### src/rtl/seq_gen_pkg.sv
// Shared definitions for the serial pattern generator: FSM state encoding,
// the default pattern and a counter width helper.
package seq_gen_pkg;

  localparam logic [1:0] ST_IDLE  = 2'd0;
  localparam logic [1:0] ST_SHIFT = 2'd1;
  localparam logic [1:0] ST_GAP   = 2'd2;
  localparam logic [1:0] ST_DONE  = 2'd3;

  localparam logic [4:0] SEQ_DEF_PAT = 5'b11110;

  // Bits needed to hold 0..max_val; never narrower than one bit.
  function automatic int cnt_w(input int max_val);
    int w;
    w = $clog2(max_val + 1);
    if (w < 1) begin
      w = 1;
    end else begin
      w = w;
    end
    return w;
  endfunction

endpackage

### src/rtl/seq_gen_shreg.sv
// Parallel-load, shift-left register with an MSB tap; load wins over shift.
module seq_gen_shreg #(
  parameter int W = 5
) (
  input  logic         clk,
  input  logic         clr,
  input  logic         load,
  input  logic         shift,
  input  logic [W-1:0] din,
  output logic [W-1:0] q,
  output logic         msb
);

  logic [W-1:0] q_r;

  // Pattern storage: zeros on clear, then load or shift one place left.
  always_ff @(posedge clk or posedge clr) begin
    if (clr) begin
      q_r <= {W{1'b0}};
    end else if (load) begin
      q_r <= din;
    end else if (shift) begin
      q_r <= {q_r[W-2:0], 1'b0};
    end else begin
      q_r <= q_r;
    end
  end

  assign q   = q_r;
  assign msb = q_r[W-1];

endmodule

### src/rtl/moore_seq_gen.sv
// Moore serial pattern transmitter: MSB-first, REPEAT times with GAP_CYC idle
// cycles between repetitions. Define SEQ_GEN_LOOP_EN to add the `loop` input.
module moore_seq_gen
  import seq_gen_pkg::*;
#(
  parameter int               PAT_W   = 5,
  parameter logic [PAT_W-1:0] DEF_PAT = PAT_W'(SEQ_DEF_PAT),
  parameter int               REPEAT  = 1,
  parameter int               GAP_CYC = 0
) (
  input  logic             clk,
  input  logic             reset,
  input  logic             start,
  input  logic             use_def,
`ifdef SEQ_GEN_LOOP_EN
  input  logic             loop,
`endif
  input  logic [PAT_W-1:0] pat_in,
  input  logic             stop,
  output logic             x,
  output logic             x_valid,
  output logic             busy,
  output logic             done
);

  localparam int BW = cnt_w(PAT_W - 1);
  localparam int RW = cnt_w(REPEAT - 1);
  localparam int GW = cnt_w(GAP_CYC);

  logic [1:0]       state_r, state_s;
  logic [BW-1:0]    bit_cnt_r, bit_cnt_s;
  logic [RW-1:0]    rep_cnt_r, rep_cnt_s;
  logic [GW-1:0]    gap_cnt_r, gap_cnt_s;
  logic [PAT_W-1:0] pat_r, pat_s;
  logic             loop_r, loop_s;
  logic             stop_pend_r, stop_pend_s;
  logic             x_r, x_s;
  logic             x_valid_r, x_valid_s;
  logic             busy_r, busy_s;
  logic             done_r, done_s;

  logic             loop_in_s;
  logic             load_s, shift_s;
  logic [PAT_W-1:0] load_val_s;
  logic [PAT_W-1:0] shq_s;
  logic             shmsb_s;
  logic             last_bit_s, more_s, abort_s;

`ifdef SEQ_GEN_LOOP_EN
  assign loop_in_s = loop;
`else
  assign loop_in_s = 1'b0;
`endif

  seq_gen_shreg #(.W(PAT_W)) u_shreg (
    .clk   (clk),
    .clr   (reset),
    .load  (load_s),
    .shift (shift_s),
    .din   (load_val_s),
    .q     (shq_s),
    .msb   (shmsb_s)
  );

  // Next-state, counter and next-output decode.
  always_comb begin
    state_s     = state_r;
    bit_cnt_s   = bit_cnt_r;
    rep_cnt_s   = rep_cnt_r;
    gap_cnt_s   = gap_cnt_r;
    pat_s       = pat_r;
    loop_s      = loop_r;
    stop_pend_s = stop_pend_r | (busy_r & stop);
    load_s      = 1'b0;
    shift_s     = 1'b0;
    load_val_s  = pat_r;
    last_bit_s  = (bit_cnt_r == BW'(PAT_W - 1));
    more_s      = loop_r | ((int'(rep_cnt_r) + 1) < REPEAT);
    abort_s     = stop_pend_r | stop;

    case (state_r)
      ST_IDLE: begin
        if (start) begin
          load_val_s  = use_def ? DEF_PAT : pat_in;
          pat_s       = load_val_s;
          load_s      = 1'b1;
          bit_cnt_s   = {BW{1'b0}};
          rep_cnt_s   = {RW{1'b0}};
          gap_cnt_s   = {GW{1'b0}};
          loop_s      = loop_in_s;
          stop_pend_s = 1'b0;
          state_s     = ST_SHIFT;
        end else begin
          stop_pend_s = 1'b0;
        end
      end
      ST_SHIFT: begin
        if (last_bit_s) begin
          if (more_s && !abort_s) begin
            // Reload here so the next repetition starts with no bubble.
            load_s    = 1'b1;
            bit_cnt_s = {BW{1'b0}};
            gap_cnt_s = {GW{1'b0}};
            if (rep_cnt_r != {RW{1'b1}}) begin
              rep_cnt_s = rep_cnt_r + RW'(1);
            end else begin
              rep_cnt_s = rep_cnt_r;
            end
            state_s = (GAP_CYC > 0) ? ST_GAP : ST_SHIFT;
          end else begin
            state_s = ST_DONE;
          end
        end else begin
          shift_s   = 1'b1;
          bit_cnt_s = bit_cnt_r + BW'(1);
        end
      end
      ST_GAP: begin
        if (abort_s) begin
          state_s = ST_DONE;
        end else if (gap_cnt_r == GW'(GAP_CYC - 1)) begin
          gap_cnt_s = {GW{1'b0}};
          state_s   = ST_SHIFT;
        end else begin
          gap_cnt_s = gap_cnt_r + GW'(1);
        end
      end
      ST_DONE: begin
        stop_pend_s = 1'b0;
        state_s     = ST_IDLE;
      end
      default: begin
        state_s = ST_IDLE;
      end
    endcase

    x_valid_s = (state_s == ST_SHIFT);
    busy_s    = (state_s != ST_IDLE);
    done_s    = (state_s == ST_DONE);
    // x is registered, so predict the bit the shift register will present.
    if (state_s == ST_SHIFT) begin
      if (load_s) begin
        x_s = load_val_s[PAT_W-1];
      end else if (shift_s) begin
        x_s = shq_s[PAT_W-2];
      end else begin
        x_s = shmsb_s;
      end
    end else begin
      x_s = 1'b0;
    end
  end

  // State, counters and registered outputs.
  always_ff @(posedge clk or posedge reset) begin
    if (reset) begin
      state_r     <= ST_IDLE;
      bit_cnt_r   <= {BW{1'b0}};
      rep_cnt_r   <= {RW{1'b0}};
      gap_cnt_r   <= {GW{1'b0}};
      pat_r       <= {PAT_W{1'b0}};
      loop_r      <= 1'b0;
      stop_pend_r <= 1'b0;
      x_r         <= 1'b0;
      x_valid_r   <= 1'b0;
      busy_r      <= 1'b0;
      done_r      <= 1'b0;
    end else begin
      state_r     <= state_s;
      bit_cnt_r   <= bit_cnt_s;
      rep_cnt_r   <= rep_cnt_s;
      gap_cnt_r   <= gap_cnt_s;
      pat_r       <= pat_s;
      loop_r      <= loop_s;
      stop_pend_r <= stop_pend_s;
      x_r         <= x_s;
      x_valid_r   <= x_valid_s;
      busy_r      <= busy_s;
      done_r      <= done_s;
    end
  end

  assign x       = x_r;
  assign x_valid = x_valid_r;
  assign busy    = busy_r;
  assign done    = done_r;

endmodule
### config.mk
export PLATFORM = sky130hd
export DESIGN_NAME = moore_seq_gen
export DESIGN_NICKNAME = d
export VERILOG_FILES = /design/src/rtl/seq_gen_pkg.sv /design/src/rtl/seq_gen_shreg.sv /design/src/rtl/moore_seq_gen.sv
export SDC_FILE = /design/constraint.sdc
export NUM_CORES = 1
export LEC_CHECK = 0
export ABC_CLOCK_PERIOD_IN_PS = 1800
export BUFFER_PORTS_ARGS = -buffer_cell sky130_fd_sc_hd__buf_2
export CORE_UTILIZATION = 45
export CTS_CLUSTER_DIAMETER = 80
export CTS_CLUSTER_SIZE = 20
export DETAILED_ROUTE_END_ITERATION = 8
export GPL_TIMING_DRIVEN = 0
export PLACE_DENSITY_LB_ADDON = 0.1
export SLEW_MARGIN = 0
export SYNTH_ARGS = -nofsm -noshare
export SYNTH_HDL_FRONTEND = slang
export SYNTH_SLANG_ARGS = --single-unit
### constraint.sdc
create_clock -name clk -period 1.8 [get_ports clk]
set_clock_uncertainty 0.1 [all_clocks]
set_input_delay 0.27 -clock clk [delete_from_list [all_inputs] [get_ports clk]]
set_output_delay 0.27 -clock clk [all_outputs]
set_load 0.01 [all_outputs]
==> results.py <==
metrics = {
    "final_layout": {
        "fin_nets": 128,
        "fillers": 171,
        "diodes": 0,
        "fin_util_pct": 60.56,
        "syn_to_final_growth_pct": 23.29,
        "drive_gt1_share_pct": 28.18,
        "fin_area_um2": 1080,
    },
    "clocking": {
        "insertion_delay_ns": 0.28,
        "cts_buffers": 3,
        "clk_pin_slew_worst_paths_ns": 0.10,
        "cts_root_buf": "clkbuf_4",
        "cts_tree": "done",
        "htreeDepth": 1,
        "cts.path.max_buffers": 2,
        "cts.sinks": 16,
    },
    "placement": {
        "gp_congestion": 0.7530,
        "placed_area_um2": 972.2,
        "hpwl_um": 1187,
        "port_buffers": 13,
    },
    "sta": {
        "slew_headroom_pct": 58.92,
        "finalMaxSlewViolations": 0,
        "worst_pin_slew_ns": 0.6155,
        "period_share_pct": 95.00,
        "timing.hold.ws_ns": 0.1141,
        "period_needed_ns": 1.710,
        "clock.fmax_ghz": 0.5848,
        "hold_viol_final": 0,
        "setup_viol": 0,
    },
    "yosys": {
        "async_flop_share_pct": 100.0,
        "yosys-top-cells-area": "dfrtp_1 46%, ha_1 10%, nand2_1 5.1%, o21ai_0 3.4%, o32ai_4 3.1%",
        "netlist_area_um2": 875.8,
        "synth_cells": 88,
        "synth_ff_type": "dfrtp_1",
        "synth_edf_count": 0,
        "synth_area_leader_cell": "dfrtp_1",
        "yosys_warnings": 0,
        "synth_nets": 105,
        "synth.avg_cell_area_um2": 9.953,
        "synth.top_cell.area_share_pct": 45.71,
        "yosysSeqAreaShare_pct": 45.71,
        "yosys_register_bits": 16,
        "ys_types": 27,
    },
    "routing": {
        "wl_um": 1623,
        "dr.pass1.iters": 6,
        "drt_iter0_markers": 10,
        "drc": 0,
        "vias": 717,
        "wl_per_cell_um": 12.02,
        "vias_per_cell": 5.311,
        "antenna_left": 0,
    },
    "global_route": {
        "grt_pass1_wl_um": 2497,
        "antenna_found_initial": 0,
        "grt_use_total_pct": 16.46,
        "grt_max_degree": 17,
        "grt_overflow_total": 0,
        "grt_pass1_vias": 637,
    },
    "floorplan": {
        "rows": 15,
        "die_w_um": 46.12,
        "initial_utilization_pct": 49.12,
        "fp.dieH_um": 46.12,
        "pin_count": 14,
        "dieArea_um2": 2127,
        "coreArea_um2": 1783,
    },
    "setup_path": {
        "path_max_fanout": 8,
        "cpPeakStageDelay_ns": 0.45,
        "path_cells": "inv_2 > ha_4 > a21boi_4 > a21oi_1 > a21boi_1 > nor4_2",
        "critical_path_class": "reg -> reg",
        "critPathArrivalTime_ns": 1.80,
        "crit_path_start": "state_r[1]$_DFF_PP0_",
        "cp_slowest_cell": "dfrtp_1",
        "timing.rr.start": "state_r[1]$_DFF_PP0_",
        "worstPathRequired_ns": 1.89,
        "cp-end-kind": "flop",
        "startpoint_type": "flop",
    },
    "pwr": {
        "p_per_area_nw_per_um2": 1699,
        "power.leakage_nw": 0.5104,
        "vdd_ir_drop_max_mv": 0.8941,
    },
    "flow_run": {
        "drv_cap": 0,
    },
    "run_status": {
        "outcome": "completed",
    },
    "min_path": {
        "hp-class": "in -> reg",
        "hp-start": "pat_in[0]",
    },
}
[logic make-up (layout without fill, tap and decap cells)]
family	Yosys count	after routing	share of synthesized area (%)
adder cells (fa/ha/maj)	7	7	10.00
buffers and inverters	7	29	2.999
flip-flops	16	16	45.71
AND/OR/NAND/NOR	36	36	20.71
AO/OA/AOI/OAI	22	22	20.57
[placed cells by master (no fill, tap or decap), drive strengths merged]
master | Yosys | layout
inv | 7 | 7
nor2 | 7 | 7
o311ai | 1 | 1
dfrtp | 16 | 16
o21ai | 7 | 7
a21boi | 2 | 2
a32o | 1 | 1
buf | 0 | 17
nand2b | 2 | 2
nand2 | 12 | 12
clkbuf | 0 | 4
o41a | 1 | 1
nand4 | 1 | 1
o32ai | 1 | 1
a22o | 3 | 3
a31oi | 3 | 3
and2 | 2 | 2
nor3 | 1 | 1
dlygate4sd3 | 0 | 1
nand3 | 4 | 4
nor4b | 1 | 1
ha | 7 | 7
nor2b | 4 | 4
a21oi | 3 | 3
nand3b | 1 | 1
nor4 | 1 | 1
[synthesized netlist by cell type, types with 2 or more instances]
master     n
nor2_1     7
inv_1      6
and2_1     2
dfrtp_1   16
nand3_1    4
o21ai_0    6
a22o_1     2
nand2b_1   2
a21oi_1    3
ha_1       7
nor2b_1    4
a31oi_1    3
nand2_1   12
[state kept, by name, indices dropped and copies added (netlist names)]
register / flops
u_shreg.q: 5
x: 1
done: 1
bit_cnt_r: 3
gap_cnt_r: 1
busy: 1
x_valid: 1
stop_pend_r: 1
state_r: 2
[path summary, 6_finish.rpt]
kind / to / slack [ns] / cells after the start
min in group asynchronous: x_valid$_DFF_PP0_ / 0.50 / 3
worst max-delay path: x$_DFF_PP0_ / 0.09 / 6
worst max register to register: x$_DFF_PP0_ / 0.09 / 6
worst min register to register: u_shreg.q[4]$_DFFE_PP0P_ / 0.43 / 2
max in group asynchronous: state_r[0]$_DFF_PP0_ / 0.67 / 3
worst min-delay path: u_shreg.q[0]$_DFFE_PP0P_ / 0.11 / 2
[power breakdown]
group / internal (W) / switching, W / total, W
clock network: 0.000123 / 0.000113 / 0.000236
registers: 0.000520 / 0.000113 / 0.000633
logic: 0.000468 / 0.000498 / 0.000966
[metal layers]
| layer | track usage, % | wire (µm) | part of all wire [%] | vias to the layer above |
|---|---|---|---|---|
| li1 | - | - | - | 355 |
| met1 | 20.20 | 782 | 48 | 353 |
| met2 | 28.45 | 796 | 49 | 7 |
| met3 | 2.353 | 36 | 2.2 | 2 |
| met4 | 7.059 | 8 | 0.49 | 0 |
| met5 | 0 | 0 | 0 | - |
[cell type report]
class                           count  area [µm²]  area share (%)
Multi-Input combinational cell     65       479.2           44.38
Sequential cell                    16       401.6           37.20
Timing Repair Buffer               18       105.1           9.733
Clock buffer                        4       36.28           3.360
Tap cell                           25       31.28           2.897
Inverter                            7       26.28           2.433
[through the flow]
step	cells	setup WS, ns	TNS [ns]	total power (W)
after CTS	131	0.001947	0	0.001756
after detailed placement	126	-0.1300	-0.3659	0.001480
after floorplan	88	0.1213	0	0.001278
after global placement	126	-0.09713	-0.1791	0.001455
final	135	0.08993	0	0.001835
after global routing	135	-0.002893	-0.002893	0.001996
[repair_timing]
action,CTS,global route
hold buffers,1,0
setup buffers,0,4
resized for setup,4,3
endpoints found under the setup margin,6,5
cloned,0,0
pin swaps,0,0
endpoints found under the hold margin,16,0
[critical path: cells and delay by family (launching register included)]
family                   cells  cell delay (ns)
AO/OA/AOI/OAI                3             0.48
flip-flops                   1             0.45
AND/OR/NAND/NOR              1             0.26
adder cells (fa/ha/maj)      1             0.20
buffers and inverters        1             0.14
Power figures use the tool's default switching activity.
